### src/rtl/tcp_pkg.sv
// Shared definitions for the TCP transmit and receive datapaths.
//   tx_state_e  : transmit framer state encoding
//   HDR_BYTES   : header bytes that follow the preamble
//   FLAG_*      : TCP flag bit positions inside the 9-bit flags field
//   SEQ_W/ACK_W/FLAGS_W/WIN_W : field widths
//   csum_add()  : 16-bit ones-complement add with end-around carry
package tcp_pkg;

    typedef enum logic [2:0] {
        S_IDLE,
        S_HDR,
        S_PAY_ADDR,
        S_PAY_WAIT,
        S_PAY_SEND,
        S_CSUM,
        S_DONE
    } tx_state_e;

    localparam int HDR_BYTES = 14;

    localparam int FLAG_FIN = 0;
    localparam int FLAG_SYN = 1;
    localparam int FLAG_ACK = 4;

    localparam int SEQ_W   = 32;
    localparam int ACK_W   = 32;
    localparam int FLAGS_W = 9;
    localparam int WIN_W   = 16;

    // The folded carry can never carry again: the largest raw sum is
    // 0x1FFFE, which folds to 0xFFFF.
    function automatic logic [15:0] csum_add(input logic [15:0] a, input logic [15:0] b);
        logic [16:0] s;
        s = {1'b0, a} + {1'b0, b};
        return s[15:0] + {15'b0, s[16]};
    endfunction

endpackage

### src/rtl/tcp_packet_tx_if.sv
// Handshake/bus bundle between the transmit framer and its neighbours.
//   master : the framer (drives tx stream, payload address, status)
//   slave  : surroundings (main FSM, payload memory, line modulator)
// Signals: start/control/seq_in/ack_in/flags_in/window_in from the main FSM,
// data_addr/data_rdata to the payload memory, tx_data/tx_valid/tx_ready
// byte stream, busy and packet_sent status.
interface tcp_packet_tx_if
    import tcp_pkg::*;
#(
    parameter int ADDR_W = 4
);
    logic                 start;
    logic                 control;
    logic [SEQ_W-1:0]     seq_in;
    logic [ACK_W-1:0]     ack_in;
    logic [FLAGS_W-1:0]   flags_in;
    logic [WIN_W-1:0]     window_in;
    logic [ADDR_W-1:0]    data_addr;
    logic [7:0]           data_rdata;
    logic [7:0]           tx_data;
    logic                 tx_valid;
    logic                 tx_ready;
    logic                 busy;
    logic                 packet_sent;

    modport master (
        input  start, control, seq_in, ack_in, flags_in, window_in,
        input  data_rdata, tx_ready,
        output data_addr, tx_data, tx_valid, busy, packet_sent
    );

    modport slave (
        output start, control, seq_in, ack_in, flags_in, window_in,
        output data_rdata, tx_ready,
        input  data_addr, tx_data, tx_valid, busy, packet_sent
    );

endinterface

### src/rtl/tcp_csum16.sv
// 16-bit ones-complement checksum over a byte stream.
// Bytes pair big-endian (first byte of a pair is the high byte); a trailing
// odd byte is padded with a zero low byte.
// Ports:
//   clk, reset  : clock, async active-high reset
//   clear       : restart the sum (takes priority over valid)
//   valid       : data_byte is part of the summed stream this cycle
//   data_byte   : next stream byte
//   csum        : ~sum including the byte presented this cycle, so the
//                 result is usable in the same cycle as the last byte
module tcp_csum16
    import tcp_pkg::*;
(
    input  logic        clk,
    input  logic        reset,
    input  logic        clear,
    input  logic        valid,
    input  logic [7:0]  data_byte,
    output logic [15:0] csum
);

    logic [15:0] sum_q, sum_n;
    logic [7:0]  hi_q, hi_n;
    logic        odd_q, odd_n;
    logic [15:0] sum_final;

    always_comb begin
        sum_n = sum_q;
        hi_n  = hi_q;
        odd_n = odd_q;
        if (clear) begin
            sum_n = 16'h0000;
            hi_n  = 8'h00;
            odd_n = 1'b0;
        end else if (valid) begin
            if (odd_q) begin
                sum_n = csum_add(sum_q, {hi_q, data_byte});
                odd_n = 1'b0;
            end else begin
                hi_n  = data_byte;
                odd_n = 1'b1;
            end
        end
        // A half-filled word counts with a zero low byte.
        sum_final = odd_n ? csum_add(sum_n, {hi_n, 8'h00}) : sum_n;
        csum      = ~sum_final;
    end

    always_ff @(posedge clk or posedge reset) begin
        if (reset) begin
            sum_q <= 16'h0000;
            hi_q  <= 8'h00;
            odd_q <= 1'b0;
        end else begin
            sum_q <= sum_n;
            hi_q  <= hi_n;
            odd_q <= odd_n;
        end
    end

endmodule

### src/rtl/tcp_packet_tx.sv
// TCP transmit framer: captures SEQ/ACK/flags/window on the main FSM's
// outgoing-ready level and serialises a framed packet onto a byte stream.
// Frame: A5 preamble, SEQ[4], ACK[4], {7'b0,flags[8]}, flags[7:0],
// window[2], len, 8'h00, payload[len], optional checksum[2].
// Ports:
//   clk, reset : clock, async active-high reset
//   bus        : tcp_packet_tx_if.master (start/fields in, payload memory
//                read port, tx byte stream, busy, packet_sent)
// Build option: TCP_TX_CSUM_EN appends a 16-bit ones-complement checksum
// over every byte after the preamble; without it the frame ends after the
// last header/payload byte.
//
// state      | meaning
// S_IDLE     | waiting for start while armed
// S_HDR      | preamble + 14 header bytes, one per handshake
// S_PAY_ADDR | payload address presented to memory
// S_PAY_WAIT | memory read latency; byte loaded into tx_data
// S_PAY_SEND | payload byte on the stream until accepted
// S_CSUM     | checksum high then low byte
// S_DONE     | packet_sent pulse, then back to idle
module tcp_packet_tx
    import tcp_pkg::*;
#(
    parameter int          PAYLOAD_BYTES = 16,
    parameter int          ADDR_W        = 4,
    parameter logic [7:0]  PREAMBLE      = 8'hA5
)
(
    input  logic            clk,
    input  logic            reset,
    tcp_packet_tx_if.master bus
);

    localparam logic [7:0]        LEN_BYTE  = 8'(PAYLOAD_BYTES);
    localparam logic [ADDR_W-1:0] LAST_ADDR = ADDR_W'(PAYLOAD_BYTES - 1);
    localparam logic [3:0]        LAST_HDR  = 4'(HDR_BYTES);

    tx_state_e            state_q, state_n;
    logic [3:0]           hdr_idx_q, hdr_idx_n;
    logic                 armed_q, armed_n;
    logic [SEQ_W-1:0]     seq_q, seq_n;
    logic [ACK_W-1:0]     ack_q, ack_n;
    logic [FLAGS_W-1:0]   flags_q, flags_n;
    logic [WIN_W-1:0]     win_q, win_n;
    logic                 ctrl_q, ctrl_n;
    logic [7:0]           tx_data_q, tx_data_n;
    logic                 tx_valid_q, tx_valid_n;
    logic [ADDR_W-1:0]    data_addr_q, data_addr_n;
    logic                 busy_q, busy_n;
    logic                 sent_q, sent_n;
    logic [7:0]           hdr_next_byte;
    logic                 accept;
    logic                 hs;
    logic                 tail;

    assign accept = (state_q == S_IDLE) && bus.start && armed_q;
    assign hs     = tx_valid_q && bus.tx_ready;

`ifdef TCP_TX_CSUM_EN
    logic        csum_valid;
    logic [15:0] csum_val;
    logic        csum_idx_q, csum_idx_n;

    // Preamble is excluded from the sum.
    assign csum_valid = hs && (((state_q == S_HDR) && (hdr_idx_q != 4'd0)) ||
                               (state_q == S_PAY_SEND));

    tcp_csum16 u_csum (
        .clk       (clk),
        .reset     (reset),
        .clear     (accept),
        .valid     (csum_valid),
        .data_byte (tx_data_q),
        .csum      (csum_val)
    );
`endif

    // Header byte that follows the one currently on the stream.
    always_comb begin
        hdr_next_byte = 8'h00;
        case (hdr_idx_q + 4'd1)
            4'd1:    hdr_next_byte = seq_q[31:24];
            4'd2:    hdr_next_byte = seq_q[23:16];
            4'd3:    hdr_next_byte = seq_q[15:8];
            4'd4:    hdr_next_byte = seq_q[7:0];
            4'd5:    hdr_next_byte = ack_q[31:24];
            4'd6:    hdr_next_byte = ack_q[23:16];
            4'd7:    hdr_next_byte = ack_q[15:8];
            4'd8:    hdr_next_byte = ack_q[7:0];
            4'd9:    hdr_next_byte = {7'b0, flags_q[8]};
            4'd10:   hdr_next_byte = flags_q[7:0];
            4'd11:   hdr_next_byte = win_q[15:8];
            4'd12:   hdr_next_byte = win_q[7:0];
            4'd13:   hdr_next_byte = ctrl_q ? 8'h00 : LEN_BYTE;
            default: hdr_next_byte = 8'h00;
        endcase
    end

    always_comb begin
        state_n     = state_q;
        hdr_idx_n   = hdr_idx_q;
        armed_n     = armed_q;
        seq_n       = seq_q;
        ack_n       = ack_q;
        flags_n     = flags_q;
        win_n       = win_q;
        ctrl_n      = ctrl_q;
        tx_data_n   = tx_data_q;
        tx_valid_n  = tx_valid_q;
        data_addr_n = data_addr_q;
        busy_n      = busy_q;
        sent_n      = 1'b0;
        tail        = 1'b0;
`ifdef TCP_TX_CSUM_EN
        csum_idx_n  = csum_idx_q;
`endif

        // Holding start high sends one frame; a low cycle re-arms.
        if (!bus.start) begin
            armed_n = 1'b1;
        end

        case (state_q)
            S_IDLE: begin
                if (accept) begin
                    armed_n    = 1'b0;
                    seq_n      = bus.seq_in;
                    ack_n      = bus.ack_in;
                    flags_n    = bus.flags_in;
                    win_n      = bus.window_in;
                    ctrl_n     = bus.control;
                    hdr_idx_n  = 4'd0;
                    tx_data_n  = PREAMBLE;
                    tx_valid_n = 1'b1;
                    busy_n     = 1'b1;
                    state_n    = S_HDR;
                end
            end
            S_HDR: begin
                if (hs) begin
                    if (hdr_idx_q == LAST_HDR) begin
                        if (ctrl_q) begin
                            tail = 1'b1;
                        end else begin
                            data_addr_n = '0;
                            tx_valid_n  = 1'b0;
                            state_n     = S_PAY_ADDR;
                        end
                    end else begin
                        hdr_idx_n = hdr_idx_q + 4'd1;
                        tx_data_n = hdr_next_byte;
                    end
                end
            end
            S_PAY_ADDR: begin
                state_n = S_PAY_WAIT;
            end
            S_PAY_WAIT: begin
                tx_data_n  = bus.data_rdata;
                tx_valid_n = 1'b1;
                state_n    = S_PAY_SEND;
            end
            S_PAY_SEND: begin
                if (hs) begin
                    if (data_addr_q == LAST_ADDR) begin
                        tail = 1'b1;
                    end else begin
                        data_addr_n = data_addr_q + 1'b1;
                        tx_valid_n  = 1'b0;
                        state_n     = S_PAY_ADDR;
                    end
                end
            end
`ifdef TCP_TX_CSUM_EN
            S_CSUM: begin
                if (hs) begin
                    if (!csum_idx_q) begin
                        tx_data_n  = csum_val[7:0];
                        csum_idx_n = 1'b1;
                    end else begin
                        tx_valid_n = 1'b0;
                        sent_n     = 1'b1;
                        state_n    = S_DONE;
                    end
                end
            end
`endif
            S_DONE: begin
                busy_n  = 1'b0;
                state_n = S_IDLE;
            end
            default: begin
                tx_valid_n = 1'b0;
                busy_n     = 1'b0;
                state_n    = S_IDLE;
            end
        endcase

        // Last header/payload byte accepted: checksum trailer or finish.
        if (tail) begin
`ifdef TCP_TX_CSUM_EN
            // csum_val already includes the byte being accepted this cycle.
            tx_data_n  = csum_val[15:8];
            tx_valid_n = 1'b1;
            csum_idx_n = 1'b0;
            state_n    = S_CSUM;
`else
            tx_valid_n = 1'b0;
            sent_n     = 1'b1;
            state_n    = S_DONE;
`endif
        end
    end

    always_ff @(posedge clk or posedge reset) begin
        if (reset) begin
            state_q     <= S_IDLE;
            hdr_idx_q   <= 4'd0;
            armed_q     <= 1'b1;
            seq_q       <= '0;
            ack_q       <= '0;
            flags_q     <= '0;
            win_q       <= '0;
            ctrl_q      <= 1'b0;
            tx_data_q   <= 8'h00;
            tx_valid_q  <= 1'b0;
            data_addr_q <= '0;
            busy_q      <= 1'b0;
            sent_q      <= 1'b0;
`ifdef TCP_TX_CSUM_EN
            csum_idx_q  <= 1'b0;
`endif
        end else begin
            state_q     <= state_n;
            hdr_idx_q   <= hdr_idx_n;
            armed_q     <= armed_n;
            seq_q       <= seq_n;
            ack_q       <= ack_n;
            flags_q     <= flags_n;
            win_q       <= win_n;
            ctrl_q      <= ctrl_n;
            tx_data_q   <= tx_data_n;
            tx_valid_q  <= tx_valid_n;
            data_addr_q <= data_addr_n;
            busy_q      <= busy_n;
            sent_q      <= sent_n;
`ifdef TCP_TX_CSUM_EN
            csum_idx_q  <= csum_idx_n;
`endif
        end
    end

    assign bus.tx_data     = tx_data_q;
    assign bus.tx_valid    = tx_valid_q;
    assign bus.data_addr   = data_addr_q;
    assign bus.busy        = busy_q;
    assign bus.packet_sent = sent_q;

endmodule
### src/flat_wrapper.sv
// flat-port wrapper written by rule: the top's interface ports become plain ports
module tcp_packet_tx_flat import tcp_pkg::*;
#(
    parameter int          PAYLOAD_BYTES = 16,
    parameter int          ADDR_W        = 4,
    parameter logic [7:0]  PREAMBLE      = 8'hA5
)
  (clk, reset, bus_start, bus_control, bus_seq_in, bus_ack_in, bus_flags_in, bus_window_in, bus_data_rdata, bus_tx_ready, bus_data_addr, bus_tx_data, bus_tx_valid, bus_busy, bus_packet_sent);
  tcp_packet_tx_if #(.ADDR_W(ADDR_W)) bus_i ();
  input  logic clk;
  input  logic reset;
  input wire logic [$bits(bus_i.start)-1:0] bus_start;
  input wire logic [$bits(bus_i.control)-1:0] bus_control;
  input wire logic [$bits(bus_i.seq_in)-1:0] bus_seq_in;
  input wire logic [$bits(bus_i.ack_in)-1:0] bus_ack_in;
  input wire logic [$bits(bus_i.flags_in)-1:0] bus_flags_in;
  input wire logic [$bits(bus_i.window_in)-1:0] bus_window_in;
  input wire logic [$bits(bus_i.data_rdata)-1:0] bus_data_rdata;
  input wire logic [$bits(bus_i.tx_ready)-1:0] bus_tx_ready;
  output wire logic [$bits(bus_i.data_addr)-1:0] bus_data_addr;
  output wire logic [$bits(bus_i.tx_data)-1:0] bus_tx_data;
  output wire logic [$bits(bus_i.tx_valid)-1:0] bus_tx_valid;
  output wire logic [$bits(bus_i.busy)-1:0] bus_busy;
  output wire logic [$bits(bus_i.packet_sent)-1:0] bus_packet_sent;
  assign bus_i.start = bus_start;
  assign bus_i.control = bus_control;
  assign bus_i.seq_in = bus_seq_in;
  assign bus_i.ack_in = bus_ack_in;
  assign bus_i.flags_in = bus_flags_in;
  assign bus_i.window_in = bus_window_in;
  assign bus_i.data_rdata = bus_data_rdata;
  assign bus_i.tx_ready = bus_tx_ready;
  assign bus_data_addr = bus_i.data_addr;
  assign bus_tx_data = bus_i.tx_data;
  assign bus_tx_valid = bus_i.tx_valid;
  assign bus_busy = bus_i.busy;
  assign bus_packet_sent = bus_i.packet_sent;
  tcp_packet_tx #(.PAYLOAD_BYTES(PAYLOAD_BYTES), .ADDR_W(ADDR_W), .PREAMBLE(PREAMBLE)) u_core (.clk(clk), .reset(reset), .bus(bus_i));
endmodule
### config.mk
export PLATFORM = sky130hd
export DESIGN_NAME = tcp_packet_tx_flat
export DESIGN_NICKNAME = d
export VERILOG_FILES = /design/src/rtl/tcp_pkg.sv /design/src/rtl/tcp_packet_tx_if.sv /design/src/rtl/tcp_csum16.sv /design/src/rtl/tcp_packet_tx.sv /design/src/flat_wrapper.sv
export SDC_FILE = /design/constraint.sdc
export NUM_CORES = 1
export LEC_CHECK = 0
export ABC_CLOCK_PERIOD_IN_PS = 3620
export BUFFER_PORTS_ARGS = -buffer_cell sky130_fd_sc_hd__buf_2
export CAP_MARGIN = 20
export CORE_MARGIN = 5
export CORE_UTILIZATION = 45
export CTS_BUF_LIST = sky130_fd_sc_hd__clkbuf_8
export DETAILED_ROUTE_END_ITERATION = 8
export PLACE_DENSITY = 0.78
export SLEW_MARGIN = 5
export SYNTH_ARGS = -nofsm -noshare
export SYNTH_HDL_FRONTEND = slang
export SYNTH_SLANG_ARGS = --single-unit
export TNS_END_PERCENT = 5
### constraint.sdc
create_clock -name clk -period 3.62 [get_ports clk]
set_input_delay 0.362 -clock clk [delete_from_list [all_inputs] [get_ports clk]]
set_output_delay 0.362 -clock clk [all_outputs]
set_load 0.05 [all_outputs]
==> results of run 1 <==
==> worst max-delay path: stages (launching register included) <==
cell and delay [ns]:
dfrtp_1 0.48, ha_1 0.73, buf_4 0.33, nor3b_1 0.43, nand3_1 0.14, and4_1 0.25
o211ai_1 0.08, nor4_1 0.09, a211oi_1 0.20
==> cell families (layout without fill, tap and decap cells) <==
kind of cell | count (synthesis) | after routing | share of synthesized area
flip-flops | 113 | 113 | 0.448
multiplexers | 109 | 109 | 0.192
adder cells (fa/ha/maj) | 7 | 7 | 0.0139
XOR/XNOR | 4 | 4 | 0.00674
AND/OR/NAND/NOR | 161 | 161 | 0.135
AO/OA/AOI/OAI | 142 | 142 | 0.158
buffers and inverters | 55 | 176 | 0.0460
==> metrics by stage <==
stage	total power, uW	instance area, sq um	utilization	cells
2_1_floorplan	4510	6310	-	591
3_3_place_gp	5350	7020	0.508	861
3_5_place_dp	5430	7020	0.508	861
4_1_cts	6750	7450	0.539	892
5_1_grt	7160	7450	0.539	892
6_report	6760	7450	0.539	892
==> layout make-up <==
cell class / count / area [sq um] / share of cell area
multi-input cells: 423 / 3200 / 0.430
flip-flops and latches: 113 / 2830 / 0.380
repair buffers: 132 / 713 / 0.0958
clock buffers: 19 / 262 / 0.0351
well taps: 180 / 225 / 0.0302
clock inverters: 12 / 165 / 0.0222
inverters: 13 / 51.3 / 0.00689
==> power by group through the flow <==
stage | Clock [uW] | Sequential, uW | Combinational [uW]
after detailed placement | 0 | 2590 | 2840
after CTS | 1320 | 2570 | 2850
after floorplan | 0 | 2470 | 2040
after global placement | 0 | 2570 | 2780
final | 1290 | 2590 | 2880
after global routing | 1370 | 2650 | 3140
==> cells in the mapped netlist (2+ instances only) <==
library cell | instances | area [sq um]
and2_1 | 2 | 12.5
nor4_1 | 6 | 37.5
a32oi_1 | 6 | 52.6
dfrtp_1 | 112 | 2800
ha_1 | 7 | 87.6
xnor2_1 | 2 | 17.5
a21o_1 | 3 | 22.5
nand4_1 | 11 | 68.8
a22o_1 | 4 | 35.0
mux2_2 | 98 | 1100
o31ai_1 | 2 | 15.0
nor3_1 | 8 | 40.0
a221oi_1 | 5 | 43.8
buf_2 | 19 | 95.1
o211ai_1 | 4 | 30.0
a22oi_1 | 20 | 150
nand2b_1 | 5 | 31.3
a211oi_1 | 4 | 30.0
nand2_1 | 50 | 188
nor2_1 | 19 | 71.3
nor3_4 | 2 | 32.5
inv_1 | 12 | 45.0
buf_4 | 5 | 37.5
a222oi_1 | 4 | 40.0
o22ai_1 | 15 | 93.8
buf_6 | 5 | 56.3
nor2b_2 | 2 | 17.5
clkbuf_1 | 11 | 41.3
o21ai_0 | 30 | 150
nand3_1 | 32 | 160
mux2i_1 | 11 | 110
and3_2 | 2 | 15.0
or3_1 | 2 | 12.5
and3_1 | 9 | 56.3
a21oi_1 | 18 | 90.1
a31oi_1 | 11 | 68.8
==> registers in the layout, summed over array words and instances, names as in the netlist <==
register and count:
u_core.flags_q 9, u_core.win_q 16, u_core.bus.packet_sent 1, u_core.armed_q 1, u_core.bus.busy 1, u_core.ack_q 32
u_core.seq_q 32, u_core.bus.tx_valid 1, u_core.hdr_idx_q 4, u_core.bus.data_addr 4, u_core.state_q 3, u_core.ctrl_q 1
u_core.bus.tx_data 8
==> per-layer routing <==
metal / up-vias / routed length, microns / GRT usage
li1: 2449 / - / -
met1: 2710 / 8240 / 0.332
met2: 283 / 9290 / 0.390
met3: 47 / 1620 / 0.0594
met4: 0 / 645 / 0.105
met5: - / 0 / 0
==> worst paths after layout <==
check / to / cells after the start / slack (ns)
setup / recovery: u_core.bus.tx_data[7] / 8 / 0.80
hold / removal: u_core.bus.data_addr[1] / 2 / 0.002
setup reg to reg: u_core.bus.tx_data[7] / 8 / 0.80
hold reg to reg: u_core.seq_q[1] / 1 / 0.51
max in group asynchronous: u_core.ack_q[20] / 3 / 2.87
min in group clk: u_core.ack_q[5] / 2 / 0.13
==> reports/qor.txt, run 1 <==
Status - finished clean
Setup crit start kind - register
N_diodes - 0
Commonest non-fill, non-tap cell in the layout - buf_2
Fraction of layout cells with a size suffix above 1 - 0.392
Clock share of power - 0.191
PD cells - 908 nW/um^2
Core area - 13800 sq um
CP endpoint kind - register
Pre-CTS setup slack - 0.843 ns
Reg clk slew, reported paths - 0.07 ns
Crit Path Category - register to register
Clk sink count - 113
First-pass GRT wire length - 31400 microns
Async set-reset flop share out of synthesis - 1.00
Routed WL per cell - 22.2 microns
Worst Path Max Fanout - 19
P_leak - 0.00323 uW
Worst-Margin Slew - 1.11 ns
Final hold vios - 0
Die area - 16500 sq um
Part of the power in registers - 0.383
Critical Path Start - u_core.hdr_idx_q[1]
Root Driver - clkbuf_8
Hold buffers post-CTS - 0
Largest net degree at the start of global routing - 65
TritonCTS buffer count - 17
Fillers - 1236
Comb pwr share - 0.426
Flops & latches, synth - 113
Via count - 5489
Crit path required time - 3.99 ns
Top Ports - 117
Antenna violations before repair - 0
Vias in the first global route - 5676
Sequential fraction of the synthesis area - 0.448
Die Span Y - 128 microns
Main synth FF type - dfrtp_1
Crit share post-route - 0.780
Commonest non-fill, non-tap cells in the layout - buf_2 (116), dfrtp_1 (112), mux2_2 (98)
NetSw - 2810 uW
Min Hold Slack - 0.00249 ns
Maximum vdd drop - 0.000446 V
Max-slew violation count - 0
RSZ-0062 raised after global routing - false
Synth warn - 0
Post-synth EDFFs - 0
Final RePlAce weighted congestion - 0.980
Worst hold path type - primary input to async pin
Post-DP HPWL - 14700 microns
Post-route setup slack - 0.797 ns
Worst r2r src - u_core.hdr_idx_q[1]
IO buf count - 116
Tot GR Track Use - 0.249
FP Rows - 43
Switching share of power - 0.416
CTS tree - built
DRC errors left - 0
DR iter-0 viols - 613
Final setup vio count - 0
Initial Util - 0.456
Mapped Avg Cell Area - 10.7 sq um
Cts repair resizes - 0
Skew final - 0.0123 ns
First-pass DRT Iterations - 5
Area growth, synth to finish - 18.0%
H-tree depth - 4
Max Cap Viol - 0
Cells after Synth - 591
CP Data Arrival Time - 3.19 ns
Tmin final - 2.82 ns
DRT Wirelength - 19800 microns
Vias per cell - 6.15
Int Pwr - 3950 uW
Post-CTS Setup Inserts - 0
TNS Setup - 0 ns
Max Clock Freq - 0.354 GHz
Nets - 809
Grt ovf - 0
Max-slew headroom - 0.258
Routed Antenna Nets - 0
Die width - 128 microns
Clock Path Buffers - 2
Worst skew pair latency - 0.45 ns
Syn Std Cell Area - 6310 sq um
Yosys cell types - 69
Synthesized Nets - 700
No activity file was read; power rests on OpenSTA's default activity.
==> run 2: changes to the inputs <==
ABC_CLOCK_PERIOD_IN_PS = 2500   (was 3620)
PLACE_DENSITY = 0.8   (was 0.78)
clock period = 2.5 ns   (was 3.62 ns; I/O delays follow)
==> reports/qor.txt, run 2 (same netlist as run 1, synthesis figures left out) <==
Slowest CP cell - dfrtp_1 (was ha_1)
Top Ports - 117 (unchanged)
R2r endpoint - u_core.bus.tx_data[6] (was u_core.bus.tx_data[7])
Vias per cell - 6.05 (was 6.15)
CTS tree - built (unchanged)
Placed Area - 7270 sq um (was 7020 sq um)
Skew final - 0.00994 ns (was 0.0123 ns)
N_diodes - 0 (unchanged)
Status - finished clean (unchanged)
Post-DP HPWL - 15300 microns (was 14700 microns)
Worst R2R Setup Slack - 0.09 ns (was 0.80 ns)
Multi-input gate area - 3210 sq um (was 3200 sq um)
Clock share of power - 0.186 (was 0.191)
Routed Antenna Nets - 0 (unchanged)
H-tree depth - 4 (unchanged)
DR iter-0 viols - 579 (was 613)
IO buf count - 116 (unchanged)
Hold-critical path depth - 2
Crit Path Category - register to register (unchanged)
Max-slew headroom - 0.577 (was 0.258)
Via count - 5587 (was 5489)
Antenna violations before repair - 0 (unchanged)
Crit share post-route - 0.963 (was 0.780)
DRT Wirelength - 20600 microns (was 19800 microns)
Grt ovf - 0 (unchanged)
Post-route cell area - 7770 sq um (was 7450 sq um)
Worst Path Max Fanout - 12 (was 19)
Die area - 16500 sq um (unchanged)
Part of the power in registers - 0.368 (was 0.383)
Initial Util - 0.456 (unchanged)
Final RePlAce weighted congestion - 0.977 (was 0.980)
Setup crit start kind - register (unchanged)
Commonest non-fill, non-tap cells in the layout - buf_2 (116), dfrtp_1 (112), mux2_2 (98) (unchanged)
Root Driver - clkbuf_8 (unchanged)
Largest net degree at the start of global routing - 114 (was 65)
Final setup vio count - 0 (unchanged)
Reg clk slew, reported paths - 0.07 ns (about the same)
Clock Path Buffers - 2 (unchanged)
NetSw - 4230 uW (was 2810 uW)
Core area - 13800 sq um (unchanged)
Nets - 840 (was 809)
RSZ-0062 raised after global routing - true (was false)
Hold path start - bus_ack_in[22]
CP cell instances - ha_2, and2b_2, a22oi_1, o32ai_1, a311o_1, a31oi_1, a41oi_1 (was ha_1, buf_4, nor3b_1, nand3_1, and4_1, o211ai_1, nor4_1, a211oi_1)
Worst-Margin Slew - 0.632 ns (was 1.11 ns)
Regs by FF count - u_core.ack_q x32, u_core.seq_q x32, u_core.win_q x16 (unchanged)
DRC errors left - 0 (unchanged)
Die width - 128 microns (unchanged)
Switching share of power - 0.412 (was 0.416)
Util after Layout - 0.562 (was 0.539)
Worst skew pair latency - 0.46 ns (was 0.45 ns)
Tot GR Track Use - 0.255 (was 0.249)
Max Clock Freq - 0.415 GHz (was 0.354 GHz)
First-pass DRT Iterations - 7 (was 5)
Worst Reg-to-Reg Cells - 7 (was 8)
Worst hold path type - primary input to register (was primary input to async pin)
P_leak - 0.00340 uW (was 0.00323 uW)
FP Rows - 43 (unchanged)
Routed WL per cell - 22.3 microns (was 22.2 microns)
CP endpoint kind - register (unchanged)
Commonest non-fill, non-tap cell in the layout - buf_2 (unchanged)
Comb pwr share - 0.446 (was 0.426)
Fraction of layout cells with a size suffix above 1 - 0.414 (was 0.392)
FF/Latch Area - 2830 sq um (unchanged)
Hold Path End - u_core.ack_q[22]
Die Span Y - 128 microns (unchanged)
First-pass GRT wire length - 31600 microns (was 31400 microns)
Vias in the first global route - 5663 (was 5676)
Clk sink count - 113 (unchanged)
TritonCTS buffer count - 17 (unchanged)
Worst r2r src - u_core.hdr_idx_q[1] (unchanged)
Max Cap Viol - 0 (unchanged)
Final hold vios - 0 (unchanged)
Area growth, synth to finish - 23.1% (was 18.0%)
Int Pwr - 6040 uW (was 3950 uW)
PD cells - 1320 nW/um^2 (was 908 nW/um^2)
Crit-path max cell delay - 0.49 ns (was 0.73 ns)
CP Data Arrival Time - 2.73 ns (was 3.19 ns)
Crit path required time - 2.82 ns (was 3.99 ns)
Max-slew violation count - 0 (unchanged)
Post-CTS Setup Inserts - 0 (unchanged)
Fillers - 1232 (was 1236)
Maximum vdd drop - 0.000630 V (was 0.000446 V)
Tmin final - 2.41 ns (was 2.82 ns)
run 2: timing repair:
item                                    CTS  global route
gates resized for setup                   0             3
hold buffers                              2             2
endpoints found under the setup margin    0             8
hold endpoints to repair                 73             2
run 2: routing by layer:
| metal | track usage | vias up | wire length (microns) | share of wire |
|---|---|---|---|---|
| li1 | - | 2516 | - | - |
| met1 | 0.340 | 2699 | 8490 | 0.41 |
| met2 | 0.386 | 307 | 9360 | 0.45 |
| met3 | 0.0685 | 65 | 1920 | 0.093 |
| met4 | 0.123 | 0 | 836 | 0.041 |
| met5 | 0 | - | 0 | 0 |
run 2: final cells by class:
type | count | area share
inverter | 13 | 0.00677
timing repair buffer | 163 | 0.130
multi-input combinational | 423 | 0.414
clock inverter | 12 | 0.0213
sequential | 113 | 0.364
tap | 180 | 0.0290
clock buffer | 20 | 0.0354
run 2: per-stage QoR:
stage                     worst slack [ns]  hold slack, ns  setup TNS, ns  cells  power, uW
after floorplan                      0.419           0.322              0    591       6540
after global placement              0.0886           0.472              0    888       8170
after detailed placement            0.0309           0.477              0    888       8240
after CTS                           0.0293         0.00103              0    922      10200
after global routing               -0.0202         0.00215        -0.0267    924      10800
final                               0.0924          0.0150              0    924      10300
run 2: worst max path at each step:
stage / start / cells past startpoint / slack [ns] / end
after global placement: u_core.hdr_idx_q[1] / 7 / 0.09 / u_core.bus.tx_data[6]
after CTS: u_core.hdr_idx_q[1] / 8 / 0.03 / u_core.bus.tx_data[5]
after detailed placement: u_core.hdr_idx_q[1] / 8 / 0.03 / u_core.bus.tx_data[5]
final: u_core.hdr_idx_q[1] / 7 / 0.09 / u_core.bus.tx_data[6]
after global routing: u_core.hdr_idx_q[1] / 7 / -0.02 / u_core.bus.tx_data[2]
after floorplan: u_core.hdr_idx_q[0] / 8 / 0.42 / u_core.bus.tx_data[7]
run 2: power by group through the flow:
stage	Sequential (uW)	Combinational, uW	Clock (uW)
after global placement	3730	4430	0
after global routing	3830	4970	2020
after CTS	3720	4530	1940
after detailed placement	3750	4490	0
final	3780	4590	1910
after floorplan	3580	2960	0
run 2: critical path, delay by kind of cell, from the launching register on:
| kind | cells | cell delay, ns |
|---|---|---|
| DFF | 1 | 0.49 |
| and+or+nand+nor | 1 | 0.36 |
| AOI/OAI and AO/OA | 5 | 1.02 |
| adders and majority gates | 1 | 0.40 |
